`src/rtl/seq_divider.sv`:
```
// seq_divider: multi-cycle unsigned restoring divider for the execute stage.
//
// Execute holds `valid` high with operand magnitudes on a/b and stalls while
// valid & ~done. The result arrives as a one-cycle `done` pulse with
// c = {remainder, quotient}. Dropping `valid` while busy aborts the operation
// without a done pulse. Execute applies signs to the result itself.
//
// Ports:
//   clk    - clock, all state updates on the rising edge
//   reset  - synchronous active-high reset
//   valid  - request, held high until the done cycle
//   a      - dividend magnitude (WIDTH bits)
//   b      - divisor magnitude (WIDTH bits)
//   done   - result valid this cycle (single-cycle pulse)
//   c      - {remainder, quotient} (2*WIDTH bits), meaningful when done=1
//   busy   - high while iterating
module seq_divider #(
    parameter int unsigned WIDTH           = 32,
    parameter int unsigned STEPS_PER_CYCLE = 1
) (
    input  logic                 clk,
    input  logic                 reset,
    input  logic                 valid,
    input  logic [WIDTH-1:0]     a,
    input  logic [WIDTH-1:0]     b,
    output logic                 done,
    output logic [2*WIDTH-1:0]   c,
    output logic                 busy
);

    localparam int unsigned ITERS = WIDTH / STEPS_PER_CYCLE;
    localparam int unsigned CNT_W = $clog2(ITERS + 1);

    typedef enum logic [1:0] {
        IDLE,
        BUSY,
        DONE
    } state_t;

    state_t             state;
    state_t             state_next;

    logic [WIDTH-1:0]   rem;
    logic [WIDTH-1:0]   quo;
    logic [WIDTH-1:0]   dvs;
    logic [CNT_W-1:0]   cnt;

    logic [WIDTH-1:0]   rem_step;
    logic [WIDTH-1:0]   quo_step;
    logic [WIDTH:0]     shifted;
    logic [WIDTH:0]     trial;
    logic               last_iter;

    assign last_iter = (cnt == CNT_W'(1));

    // STEPS_PER_CYCLE chained restoring steps. The shifted partial remainder
    // keeps the bit pushed out of rem, so the trial subtraction is WIDTH+1
    // bits wide and divisors >= 2^(WIDTH-1) resolve correctly; trial[WIDTH]
    // is the borrow (negative trial).
    always_comb begin
        rem_step = rem;
        quo_step = quo;
        shifted  = '0;
        trial    = '0;
        for (int unsigned i = 0; i < STEPS_PER_CYCLE; i++) begin
            shifted  = {rem_step, quo_step[WIDTH-1]};
            trial    = shifted - {1'b0, dvs};
            quo_step = {quo_step[WIDTH-2:0], ~trial[WIDTH]};
            rem_step = trial[WIDTH] ? shifted[WIDTH-1:0] : trial[WIDTH-1:0];
        end
    end

    always_ff @(posedge clk) begin
        if (reset) begin
            state <= IDLE;
        end else begin
            state <= state_next;
        end
    end

    always_comb begin
        state_next = state;
        case (state)
            IDLE: begin
                if (valid) begin
                    state_next = BUSY;
                end
            end
            BUSY: begin
                if (!valid) begin
                    state_next = IDLE;
                end else if (last_iter) begin
                    state_next = DONE;
                end
            end
            DONE: begin
                state_next = IDLE;
            end
            default: begin
                state_next = IDLE;
            end
        endcase
    end

    // Outputs are pure state decode, never a combinational function of valid.
    assign done = (state == DONE);
    assign busy = (state == BUSY);

    // c is loaded on the final iteration edge, so it is already stable from
    // registers throughout the DONE cycle and holds afterwards.
    always_ff @(posedge clk) begin
        if (reset) begin
            rem <= '0;
            quo <= '0;
            dvs <= '0;
            cnt <= '0;
            c   <= '0;
        end else begin
            case (state)
                IDLE: begin
                    if (valid) begin
                        rem <= '0;
                        quo <= a;
                        dvs <= b;
                        cnt <= CNT_W'(ITERS);
                    end
                end
                BUSY: begin
                    if (valid) begin
                        rem <= rem_step;
                        quo <= quo_step;
                        cnt <= cnt - CNT_W'(1);
                        if (last_iter) begin
                            c <= {rem_step, quo_step};
                        end
                    end
                end
                default: begin
                end
            endcase
        end
    end

endmodule

```
`config.mk`:
```
export PLATFORM = sky130hd
export DESIGN_NAME = seq_divider
export DESIGN_NICKNAME = d
export VERILOG_FILES = /design/src/rtl/seq_divider.sv
export SDC_FILE = /design/constraint.sdc
export NUM_CORES = 1
export LEC_CHECK = 0
export ABC_CLOCK_PERIOD_IN_PS = 3400
export CORE_MARGIN = 5
export CORE_UTILIZATION = 40
export CTS_CLUSTER_SIZE = 20
export DETAILED_ROUTE_END_ITERATION = 8
export PLACE_DENSITY = 0.67
export SYNTH_ARGS = -nofsm -noshare
export SYNTH_HDL_FRONTEND = slang
export SYNTH_SLANG_ARGS = --single-unit
```
`constraint.sdc`:
```
create_clock -name clk -period 3.4 [get_ports clk]
set_input_delay 0.68 -clock clk [delete_from_list [all_inputs] [get_ports clk]]
set_output_delay 0.68 -clock clk [all_outputs]
set_load 0.05 [all_outputs]
```
==> results of run 1 <==
[cells by family (layout without fill, tap and decap cells)]
group | Yosys count | in the layout
and+or+nand+nor | 409 | 409
AOI/OAI and AO/OA | 311 | 311
DFF | 168 | 168
buffers and inverters | 112 | 222
adders and majority gates | 35 | 35
muxes | 32 | 32
xor gates and xnor gates | 25 | 25
[critical path: stages, from the launching register on]
cell and delay [ps]:
dfxtp_1 310, inv_1 100, ha_1 170, inv_1 50, fa_1 420, a211oi_1 300
o21ai_0 220, a211oi_2 320, a21oi_1 160, o41a_1 470, a311o_1 280, nand4_1 120
a31oi_1 100
[per-stage QoR]
step	utilization (%)	setup slack, ps	hold WS [ps]	cell area [sq um]
after floorplan	-	535	436	8460
after global placement	47.7	283	441	9970
after detailed placement	47.7	152	447	9970
after CTS	50.7	157	457	10600
after global routing	50.7	32.4	467	10600
final	50.7	253	455	10600
[power groups by stage]
stage	clock, mW	combinational [mW]	sequential [mW]
after floorplan	0	0.466	2.11
after global placement	0	0.668	2.11
after detailed placement	0	0.673	2.11
after CTS	2.08	0.676	2.07
after global routing	2.16	0.751	2.08
final	2.03	0.677	2.07
[layout by cell type, fill, tap and decap left out, types with 3 or more instances in the layout]
master and count:
nand2_1 266, dfxtp_1 168, a21oi_1 132, clkdlybuf4s50_1 130, nor2_1 67, o21ai_0 52, inv_1 40, a311oi_1 35
ha_1 34, mux2i_1 32, o21ai_1 30, nor3_1 19, buf_4 18, clkbuf_16 17, a21o_1 16, xnor2_1 13
xor2_1 12, and3_1 9, a211oi_1 9, nand4_1 9, nor2b_1 6, nor4_1 6, nand3_1 6, o211ai_1 5
inv_6 4, inv_8 4, nand3b_1 3, a311o_1 3, o21a_1 3
[sequential cells by signal (all words and copies together) (netlist names)]
name	count
dvs	32
state	2
cnt	6
c	64
rem	32
quo	32
[how the worst min path moves through the flow]
stage / to / slack, ps / depth (start not counted) / from
3_5_place_dp: c[7]$_SDFFE_PP0P_ / 450 / 2 / c[7]$_SDFFE_PP0P_
5_1_grt: c[7]$_SDFFE_PP0P_ / 470 / 2 / c[7]$_SDFFE_PP0P_
2_1_floorplan: dvs[10]$_SDFFE_PP0P_ / 440 / 2 / dvs[10]$_SDFFE_PP0P_
3_3_place_gp: c[2]$_SDFFE_PP0P_ / 440 / 2 / c[2]$_SDFFE_PP0P_
4_1_cts: c[7]$_SDFFE_PP0P_ / 460 / 2 / c[7]$_SDFFE_PP0P_
6_report: dvs[3]$_SDFFE_PP0P_ / 450 / 2 / dvs[3]$_SDFFE_PP0P_
[layout make-up]
cell class	instances	area (sq um)
well taps	275	344
fillers	2056	10300
repair buffers	150	1470
clock buffers	18	439
flip-flops and latches	168	3360
inverters	40	150
multi-input cells	812	4650
clock inverters	14	180
[what timing repair did]
item | in CTS | in global routing
setup buffers | 0 | 0
setup endpoints to repair | 0 | 10
resized for setup | 0 | 2
[per-layer routing]
layer  share of wire, %  vias up
li1                   -     3983
met1                 45     3584
met2                 46      200
met3                7.4       20
met4                1.1        0
met5                  0        -
==> results_dict.tcl, run 1 <==
set metrics [dict create \
    wl_um 22700 \
    firstDrtPassIters 7 \
    cts_tree "built" \
    die_w_um 155 \
    yosys-top-cells-area "dfxtp_1 40%, nand2_1 12%, a21oi_1 7.8%" \
    fp-row-count 53 \
    cp.arrival_ps 3430 \
    grt_busiest_layer "met2" \
    syn_area_per_cell_sq_um 7.74 \
    use_met3_pct 6.18 \
    die_height_um 155 \
    synth_compound_area_share_pct 22.7 \
    drcViolationCount 0 \
    seqPwrFrac_pct 43.3 \
    io_pins 133 \
    dp_hpwl_um 16000 \
    antenna_found_initial 0 \
    timing.setup.tns_ps 0 \
    syn_nets 1194 \
    yosys.area.top_type "dfxtp_1" \
    synth_top_family_by_area "compound AO/OA/AOI/OAI gates" \
    insertion_delay_ps 430 \
    leakage_nw 4.03 \
    grt_max_degree 78 \
    dieArea_sq_mm 0.0242 \
    setup_violations 0 \
    critPathKind "reg -> reg" \
    synthCells 1092 \
    routed-via-count 7787 \
    grt_setup_unrepaired "no" \
    clock_skew_ps 13.0 \
    crit_fanout 3 \
    synth-async-reset-ratio_pct 0 \
    tightest_slew_ps 803 \
    p_int_mw 3.45 \
    grt-ovfl-total 0 \
    ys_ff_latch 168 \
    drv_slew 0 \
    synth.most_common_cell "nand2_1" \
    placedCellCount 1445 \
    diodes 0 \
    pwr-share-clk_pct 42.5 \
    max-slew-margin-rel_pct 46.5 \
    syn_to_final_growth_pct 25.3 \
    clockBufferDepth 2 \
    syn-cell-area_sq_mm 0.00846 \
    core_sq_mm 0.0209 \
    synth_edf_count 0 \
    finalCritPeriodShare_pct 92.6 \
    port_buffers 132 \
    nets 1291 \
    cts_buffers 17 \
    timing.final.crit_period_ps 3150 \
    power_mw 4.78 \
    crit_path_end "c[62]$_SDFFE_PP0P_" \
    drive_gt1_share_pct 5.66 \
    r2r_start "quo[31]$_SDFFE_PP0P_" \
    switchingPower_mw 1.32 \
    r2r_end "c[62]$_SDFFE_PP0P_" \
    synth.area.mux_share_pct 3.79 \
    fmax_mhz 318 \
    worst-r2r-setup-slack_ps 250 \
    final_hold_viol_count 0 \
    startpoint "quo[31]$_SDFFE_PP0P_" \
    worst-r2r-cell-count 12 \
    power.density_mw_per_mm2 451 \
    synthAdderAreaFrac_pct 5.27 \
    clk_pin_slew_worst_paths_ps 70 \
    htreeDepth 4 \
    combPwrFrac_pct 14.2 \
    grt_use_met1_pct 23.5 \
    drv_cap 0 \
    synth_ff_type "dfxtp_1" \
    vdd_drop_max_mv 0.304 \
    yosys.area_share.simple_pct 20.3 \
    grt_use_met2_pct 30.2 \
    synth_common_cells "266 x nand2_1, 168 x dfxtp_1, 132 x a21oi_1" \
    critPathLaunchType "flop" \
    start_util_pct 40.5 \
    outcome "completed" \
    hold_path.class "reg -> reg" \
    grt_use_total_pct 18.4 \
    routabilityCongestion 0.875 \
    drt_iter0_drc 424 \
    yosysSeqAreaShare_pct 39.8 \
    antenna_left 0 \
    grt_pass1_vias 7379 \
    vias_per_cell 5.27 \
    cts_sinks 168 \
    root_buffer "clkbuf_16" \
    cts_hold_buf 0 \
    yosysWarningCount 0 \
    synth_cell_types 60 \
    synth_xor_area_share_pct 2.59 \
    grt_pass1_wl_um 36900 \
    swShare_pct 27.7 \
    wl_per_cell_um 15.4 \
    required_ps 3680 \
    fin_cells 1477 \
    synth_top_area_share_pct 39.8 \
    endpoint_kind "flop" \
]
Power figures use the tool's default switching activity.
==> run 2: changes to the inputs <==
TNS_END_PERCENT = 30   (was default)
==> results of run 2 <==
Final layout, timing and power as in run 1 (identical DEF).
==> run 3: changes to the inputs <==
==> constraint.sdc (replaced) <==
create_clock -name clk -period 3.4 [get_ports clk]
set_input_delay 0.68 -clock clk [delete_from_list [all_inputs] [get_ports clk]]
set_output_delay 0.68 -clock clk [all_outputs]
set_load 0.02 [all_outputs]
==> run 3 against run 2 <==
Effect of this change:
- non-clock buffer count is the same
- die area is the same
- highest routed layer unchanged
- core utilization grew 0.10 points
- sequential cell count is the same
- clock skew grew 2.4 ps
- clock-buffer cell count shrank 1
- first-iteration DRC count shrank 15%
- critical path depth grew 1
- final cell count is the same
- routed wire length grew 0.30%
==> results_dict.tcl, run 3 (synthesized netlist as in run 1, its figures left out) <==
set metrics [dict create \
    cts_hold_buf 0 \
    routabilityCongestion 0.886 \
    power_mw 4.76 \
    path_buf_inv 3 \
    firstDrtPassIters 7 \
    wl_per_cell_um 15.4 \
    dp_hpwl_um 16100 \
    wl_um 22800 \
    grt_setup_unrepaired "no" \
    drv_slew 0 \
    worst-r2r-cell-count 13 \
    seqPwrFrac_pct 43.4 \
    final_hold_viol_count 0 \
    timing.final.crit_period_ps 3190 \
    crit_fanout 26 \
    cts_buffers 17 \
    r2r_start "quo[31]$_SDFFE_PP0P_" \
    vias_per_cell 5.30 \
    cts_tree "built" \
    htreeDepth 4 \
    insertion_delay_ps 440 \
    min-delay-start "c[4]$_SDFFE_PP0P_" \
    cp_cell_sequence "inv_1, ha_1, inv_1, fa_1, a211oi_1, o211ai_1, nand4bb_1, a211oi_1, nor3_2, a211o_2, buf_4, o311ai_1, a311oi_1" \
    diodes 0 \
    grt-ovfl-total 0 \
    cts_sinks 168 \
    fin_ws_ps 211 \
    antenna_found_initial 0 \
    clk_pin_slew_worst_paths_ps 70 \
    clock_skew_ps 15.5 \
    detailedPlace.worstSlack_ps 192 \
    critPathKind "reg -> reg" \
    hold_path.class "reg -> reg" \
    critical-path-max-stage-delay_ps 410 \
    fillers 2030 \
    antenna_left 0 \
    outcome "completed" \
    whs_endpoint "c[4]$_SDFFE_PP0P_" \
    largest_register_ffs 64 \
    die_height_um 155 \
    fp-row-count 53 \
    syn_to_final_growth_pct 25.5 \
    finalCritPeriodShare_pct 93.8 \
    critPathLaunchType "flop" \
    switchingPower_mw 1.38 \
    regMostFlops "c" \
    dpl_cell_area_sq_mm 0.00998 \
    setup_violations 0 \
    drive_gt1_share_pct 5.57 \
    die_w_um 155 \
    holdPathStages 2 \
    most-common-layout-cells "266 x nand2_1, 168 x dfxtp_1, 132 x a21oi_1" \
    p_int_mw 3.38 \
    nets 1291 \
    leakage_nw 4.03 \
    multi_input_area_sq_mm 0.00465 \
    port_buffers 132 \
    crit_family "compound AO/OA/AOI/OAI gates" \
    clockBufferDepth 2 \
    required_ps 3740 \
    power.density_mw_per_mm2 449 \
    grt_use_total_pct 18.5 \
    vdd_drop_max_mv 0.342 \
    combPwrFrac_pct 14.1 \
    endpoint_kind "flop" \
    io_pins 133 \
    swShare_pct 29.0 \
    worst-r2r-setup-slack_ps 210 \
    dieArea_sq_mm 0.0242 \
    grt_pass1_vias 7471 \
    pwr-share-clk_pct 42.5 \
    drv_cap 0 \
    grt_pass1_wl_um 36900 \
    r2r_end "c[63]$_SDFFE_PP0P_" \
    hold_ws_ps 453 \
    timing.setup.tns_ps 0 \
    fmax_mhz 314 \
    drt_iter0_drc 362 \
    tightest_slew_ps 1030 \
    design_area_sq_mm 0.0106 \
    root_buffer "clkbuf_16" \
    regArea_sq_mm 0.00336 \
    cp.arrival_ps 3530 \
    final_common_cell "nand2_1" \
    drcViolationCount 0 \
    max-slew-margin-rel_pct 31.2 \
    core_sq_mm 0.0209 \
    routed-via-count 7823 \
    grt_max_degree 93 \
    start_util_pct 40.5 \
    slowest_stage "fa_1" \
]
run 3: cell count changes in the layout (fill, tap and decap cells not counted), sizes merged:
cell	previous run	this run
clkinvlp	2	1
clkbuf	18	17
clkinv	2	6
bufinv	2	1
buf	20	19
clkdlybuf4s50	130	131
inv	48	47
run 3: metrics by stage:
stage | instances | util, %
floorplan | 1092 | -
global placement | 1445 | 47.8
detailed placement | 1445 | 47.8
CTS | 1477 | 50.8
global route | 1477 | 50.8
finish | 1477 | 50.8
run 3: per-layer routing:
layer / GRT usage, % / wire (um)
met2: 29.5 / 10200
met4: 4.79 / 361
met3: 6.84 / 1900
met1: 23.7 / 10300
met5: 0 / 0
run 3: layout make-up:
cell class / count / area share, %
clock inverters: 15 / 1.92
inverters: 40 / 1.41
flip-flops and latches: 168 / 31.7
clock buffers: 17 / 4.01
repair buffers: 150 / 13.9
multi-input cells: 812 / 43.8
well taps: 275 / 3.24
run 3: what timing repair did:
| item | 4_1_cts | 5_1_grt |
|---|---|---|
| buffers inserted | 0 | 0 |
| resized for setup | 0 | 1 |
| setup endpoints to repair | 0 | 3 |
run 3: how the worst max path moves through the flow:
stage,start,endpoint,slack [ps],cells past startpoint
after global placement,quo[31]$_SDFFE_PP0P_,rem[30]$_SDFFE_PP0P_,290,12
final,quo[31]$_SDFFE_PP0P_,c[63]$_SDFFE_PP0P_,210,13
after floorplan,quo[31]$_SDFFE_PP0P_,c[62]$_SDFFE_PP0P_,530,12
after CTS,quo[31]$_SDFFE_PP0P_,rem[30]$_SDFFE_PP0P_,180,12
after detailed placement,quo[31]$_SDFFE_PP0P_,rem[30]$_SDFFE_PP0P_,190,12
after global routing,quo[31]$_SDFFE_PP0P_,c[63]$_SDFFE_PP0P_,10,13
run 3: worst register-to-register path, stage by stage (launching register included):
cell and delay [ps]:
dfxtp_1 320, inv_1 100, ha_1 180, inv_1 60, fa_1 410, a211oi_1 290
o211ai_1 170, nand4bb_1 160, a211oi_1 120, nor3_2 290, a211o_2 160, buf_4 360
o311ai_1 200, a311oi_1 270
run 3: power groups by stage:
stage | combinational (mW) | sequential (mW) | clock [mW]
6_report | 0.669 | 2.07 | 2.03
5_1_grt | 0.741 | 2.08 | 2.16
4_1_cts | 0.666 | 2.07 | 2.07
3_5_place_dp | 0.664 | 2.11 | 0
3_3_place_gp | 0.658 | 2.11 | 0
2_1_floorplan | 0.464 | 2.10 | 0
